<file path="config.mk">
export PLATFORM = sky130hd
export DESIGN_NAME = down_counter_timer
export DESIGN_NICKNAME = d
export VERILOG_FILES = /design/src/rtl/down_counter_timer.sv
export SDC_FILE = /design/constraint.sdc
export NUM_CORES = 1
export LEC_CHECK = 0
export ABC_AREA = 1
export BUFFER_PORTS_ARGS = -buffer_cell sky130_fd_sc_hd__buf_2
export CAP_MARGIN = 20
export CORE_AREA = 2 2 39 41
export CTS_CLUSTER_DIAMETER = 80
export DETAILED_ROUTE_END_ITERATION = 8
export DIE_AREA = 0 0 41 43
export GPL_TIMING_DRIVEN = 0
export MAX_ROUTING_LAYER = met4
export PLACE_DENSITY = 0.59
export SLEW_MARGIN = 0
export SYNTH_ARGS = -nofsm -noshare
export SYNTH_HDL_FRONTEND = slang
export SYNTH_SLANG_ARGS = --single-unit
</file>
<file path="constraint.sdc">
create_clock -name clk -period 2.3 [get_ports clk]
set_clock_uncertainty 0.1 [all_clocks]
set_input_delay 0.345 -clock clk [delete_from_list [all_inputs] [get_ports clk]]
set_output_delay 0.345 -clock clk [all_outputs]
set_load 0.02 [all_outputs]
</file>
<file path="src/rtl/down_counter_timer.sv">
// Loadable down counter/timer: load a start value, decrement on enable, stop at zero, one-cycle done pulse.
// Latency 1 cycle from load; define DOWN_COUNTER_TIMER_AUTO_RELOAD_EN for periodic reload after done.
module down_counter_timer #(
  parameter int WIDTH = 4
) (
  input  logic             clk,
  input  logic             reset,
  input  logic             load,
  input  logic [WIDTH-1:0] load_value,
  input  logic             enable,
  output logic [WIDTH-1:0] count,
  output logic             busy,
  output logic             done
);

  typedef enum logic [1:0] {IDLE, RUN, DONE} state_t;

  state_t           state_q, state_d;
  logic [WIDTH-1:0] count_q, count_d;
  logic             busy_q, done_q;
`ifdef DOWN_COUNTER_TIMER_AUTO_RELOAD_EN
  logic [WIDTH-1:0] reload_q, reload_d;
`endif

  always_comb begin
    state_d = state_q;
    count_d = count_q;
`ifdef DOWN_COUNTER_TIMER_AUTO_RELOAD_EN
    reload_d = reload_q;
`endif
    if (load) begin
      count_d = load_value;
      state_d = (load_value != '0) ? RUN : IDLE;
`ifdef DOWN_COUNTER_TIMER_AUTO_RELOAD_EN
      reload_d = load_value;
`endif
    end else begin
      case (state_q)
        RUN: begin
          if (enable && count_q != '0) begin
            count_d = count_q - 1'b1;
            if (count_q == WIDTH'(1)) state_d = DONE;
          end
        end
        DONE: begin
`ifdef DOWN_COUNTER_TIMER_AUTO_RELOAD_EN
          if (reload_q != '0) begin
            state_d = RUN;
            count_d = reload_q;
          end else begin
            state_d = IDLE;
            count_d = '0;
          end
`else
          state_d = IDLE;
          count_d = '0;
`endif
        end
        default: begin
          // IDLE ignores enable so a zero count can never wrap
          state_d = IDLE;
        end
      endcase
    end
  end

  always_ff @(posedge clk) begin
    if (reset) begin
      state_q  <= IDLE;
      count_q  <= '0;
      busy_q   <= 1'b0;
      done_q   <= 1'b0;
`ifdef DOWN_COUNTER_TIMER_AUTO_RELOAD_EN
      reload_q <= '0;
`endif
    end else begin
      state_q  <= state_d;
      count_q  <= count_d;
      busy_q   <= (state_d == RUN);
      done_q   <= (state_d == DONE);
`ifdef DOWN_COUNTER_TIMER_AUTO_RELOAD_EN
      reload_q <= reload_d;
`endif
    end
  end

  assign count = count_q;
  assign busy  = busy_q;
  assign done  = done_q;

endmodule

</file>
==> results.tsv <==
stage	metric	value	unit
run_status	status	complete, no violations	
die	dieHeight	43	um
cts	cts_tree	built	
flow_run	max_cap_violations	0	
synthesis	synth_top_family_by_area	simple AND/OR/NAND/NOR gates	
synthesis	synth_cell_types	16	
sta	rsz0062_at_grt	no	
global_route	first_global_vias	427	
sta	finalMaxSlewViolations	0	
global_route	grt_pass1_wl	1650	um
synthesis	synth_top_flop_cell	dfxtp_1	
die	num_io_pins	14	
global_route	grt_use_total	14.8	%
synthesis	synth_area_per_cell	6.63	um2
cts	clock_latency	0.26	ns
worst_setup_path	startpoint_type	flip-flop	
worst_setup_path	crit_arrival	1.45	ns
sta	final-hold-violation-count	0	
routing	vias	489	
pwr	p_per_area	635	mW/mm2
cts	cts_buffers	3	
cts	cts-htree-levels	1	
cts	postCtsHoldBufs	0	
cts	root_buffer	clkbuf_4	
die	core-area	0.00138	mm2
routing	drt_wl_total	963	um
worst_setup_path	crit_required	2.36	ns
sta	tns	0	ns
die	design.die.area	0.00176	mm2
sta	worst_pin_slew	0.218	ns
pwr	p_leak	0.311	nW
cts	cts_sinks	8	
synthesis	ys_ff_latch	8	
synthesis	synthTopCellsByCount	nand2_1 (20), nor2_1 (10), dfxtp_1 (8)	
worst_setup_path	critPathMaxFanout	4	
synthesis	synth_xor_area_share	0	%
cts	post_cts_buffers	0	
routing	drc	0	
die	die_w	41	um
worst_setup_path	critical_path_class	flip-flop to flip-flop	
synthesis	synth.mux.area_fraction	0	%
die	start_util	34.0	%
sta	setup_viol	0	
routing	antenna_left	0	
synthesis	synthAdderAreaFrac	5.32	%
sta	relSlewSlack	85.4	%
sta	period_needed	1.39	ns
synthesis	yosysSeqAreaShare	34.0	%
synthesis	yosysWarnings	0	
cts	path_clk_slew	0.06	ns
sta	timing.final.ws_setup	0.906	ns
worst_setup_path	critPathSlowestCell	dfxtp_1	
sta	fmax	0.717	GHz
global_route	grt_overflow	0	
placed_design	hpwl	781	um
synthesis	yosys.area_share.simple	44.9	%
synthesis	syn_area	470	um2
routing	wl_per_cell	9.35	um
min_path	holdCritPathClass	input port to flip-flop	
global_route	grt_max_degree	7	
cts	cts_resized	0	
layout	n_antenna_cell	0	
global_route	antenna_found_initial	0	
worst_setup_path	path_cells	inv_1 -> ha_1 -> nand2_1 -> nand3_2 -> nand2_2 -> inv_2 -> nor2_1 -> nor2_1	
die	fp-row-count	14	
placed_design	dp_slack	0.915	ns
worst_setup_path	critPathBufInv	2	
synthesis	synth_top_area_share	34.0	%
cts	clockBufferDepth	2	
layout	fin_nets	99	
worst_setup_path	crit_top_cell	nor2_1	
layout	syn2layout_area_growth	22.9	%
worst_setup_path	cp-end-kind	flip-flop	
synthesis	yosys.cell_count.top_type	nand2_1	
routing	first_iter_violations	2	
worst_setup_path	slowest_delay	0.37	ns
synthesis	synth_area_leaders	dfxtp_1 (34%), nand2_1 (16%), nor2_1 (8.0%), nand3_1 (6.4%), inv_1 (5.6%)	
sta	period_share	60.6	%
worst_setup_path	path_delay_family	simple AND/OR/NAND/NOR gates	
routing	firstDrtPassIters	3	
synthesis	synth_edf_count	0	
placed_design	gp_congestion	0.817	
synthesis	synth_top_area_cell	dfxtp_1	
synthesis	synth_nets	81	
pwr	vdd_ir_drop_max	0.000447	V
placed_design	port_buffers	13	
synthesis	synth_cells	71	
routing	via_per_inst	4.75	
layout	drive_gt1_share	31.0	%
synthesis	synth-async-reset-ratio	0	%
synthesis	synth_compound_area_share	7.71	%
-- flip-flops by register name, summed over array words and instances (netlist names) --
signal / cells
count: 4
busy: 1
state_q: 2
done: 1
-- logic make-up after synthesis --
logic type / count (synthesis)
AO/OA/AOI/OAI: 5
adder cells (fa/ha/maj): 2
buffers and inverters: 10
flip-flops: 8
AND/OR/NAND/NOR: 46
-- path summary, 6_finish.rpt --
kind	endpoint	slack, ns	start	depth (start not counted)
max	count[3]$_SDFFE_PP0P_	0.91	count[0]$_SDFFE_PP0P_	8
min reg2reg	count[2]$_SDFFE_PP0P_	0.49	count[2]$_SDFFE_PP0P_	2
max reg2reg	count[3]$_SDFFE_PP0P_	0.91	count[0]$_SDFFE_PP0P_	8
min	busy$_SDFF_PP0_	0.21	reset	2
-- area by class of cell --
| cell class | instances | area (um2) |
|---|---|---|
| fill | 152 | 806 |
| sequential | 8 | 160 |
| tap | 16 | 20.0 |
| timing repair buffer | 13 | 65.1 |
| inverter | 10 | 37.5 |
| clock buffer | 3 | 22.5 |
| multi-input combinational | 53 | 273 |
-- power by group --
group	total (mW)	internal (mW)	switching, mW
combinational	0.101	0.0370	0.0636
sequential	0.159	0.149	0.00924
clock	0.108	0.0597	0.0482
-- layout by cell type, fill, tap and decap left out --
| master | n |
|---|---|
| o21ai_0 | 2 |
| nor2_4 | 1 |
| nand3_1 | 6 |
| ha_1 | 2 |
| nor3_1 | 2 |
| nand2_1 | 20 |
| inv_1 | 7 |
| a21oi_1 | 2 |
| nand2_2 | 2 |
| a21oi_4 | 1 |
| clkbuf_4 | 3 |
| nor2_1 | 10 |
| nand4_1 | 1 |
| nand3_2 | 1 |
| nor2_2 | 3 |
| dfxtp_1 | 8 |
| buf_2 | 13 |
| inv_2 | 3 |
-- per-stage QoR --
stage	power, mW	utilization (%)	hold slack (ns)	area, um2	instances
2_1_floorplan	0.233	-	0.314	470	71
3_3_place_gp	0.261	40.1	0.471	556	100
3_5_place_dp	0.262	40.1	0.471	556	100
4_1_cts	0.372	41.8	0.205	578	103
5_1_grt	0.393	41.8	0.232	578	103
6_report	0.367	41.8	0.212	578	103
-- per-layer routing --
layer / share of wire (%) / vias to the layer above / track usage [%]
met5: 0 / - / -
met4: 3.4 / 0 / 10.0
met3: 3.5 / 4 / 6.28
met2: 48 / 8 / 20.6
met1: 45 / 219 / 16.5
li1: - / 258 / -
No activity file was read; power rests on OpenSTA's default activity.
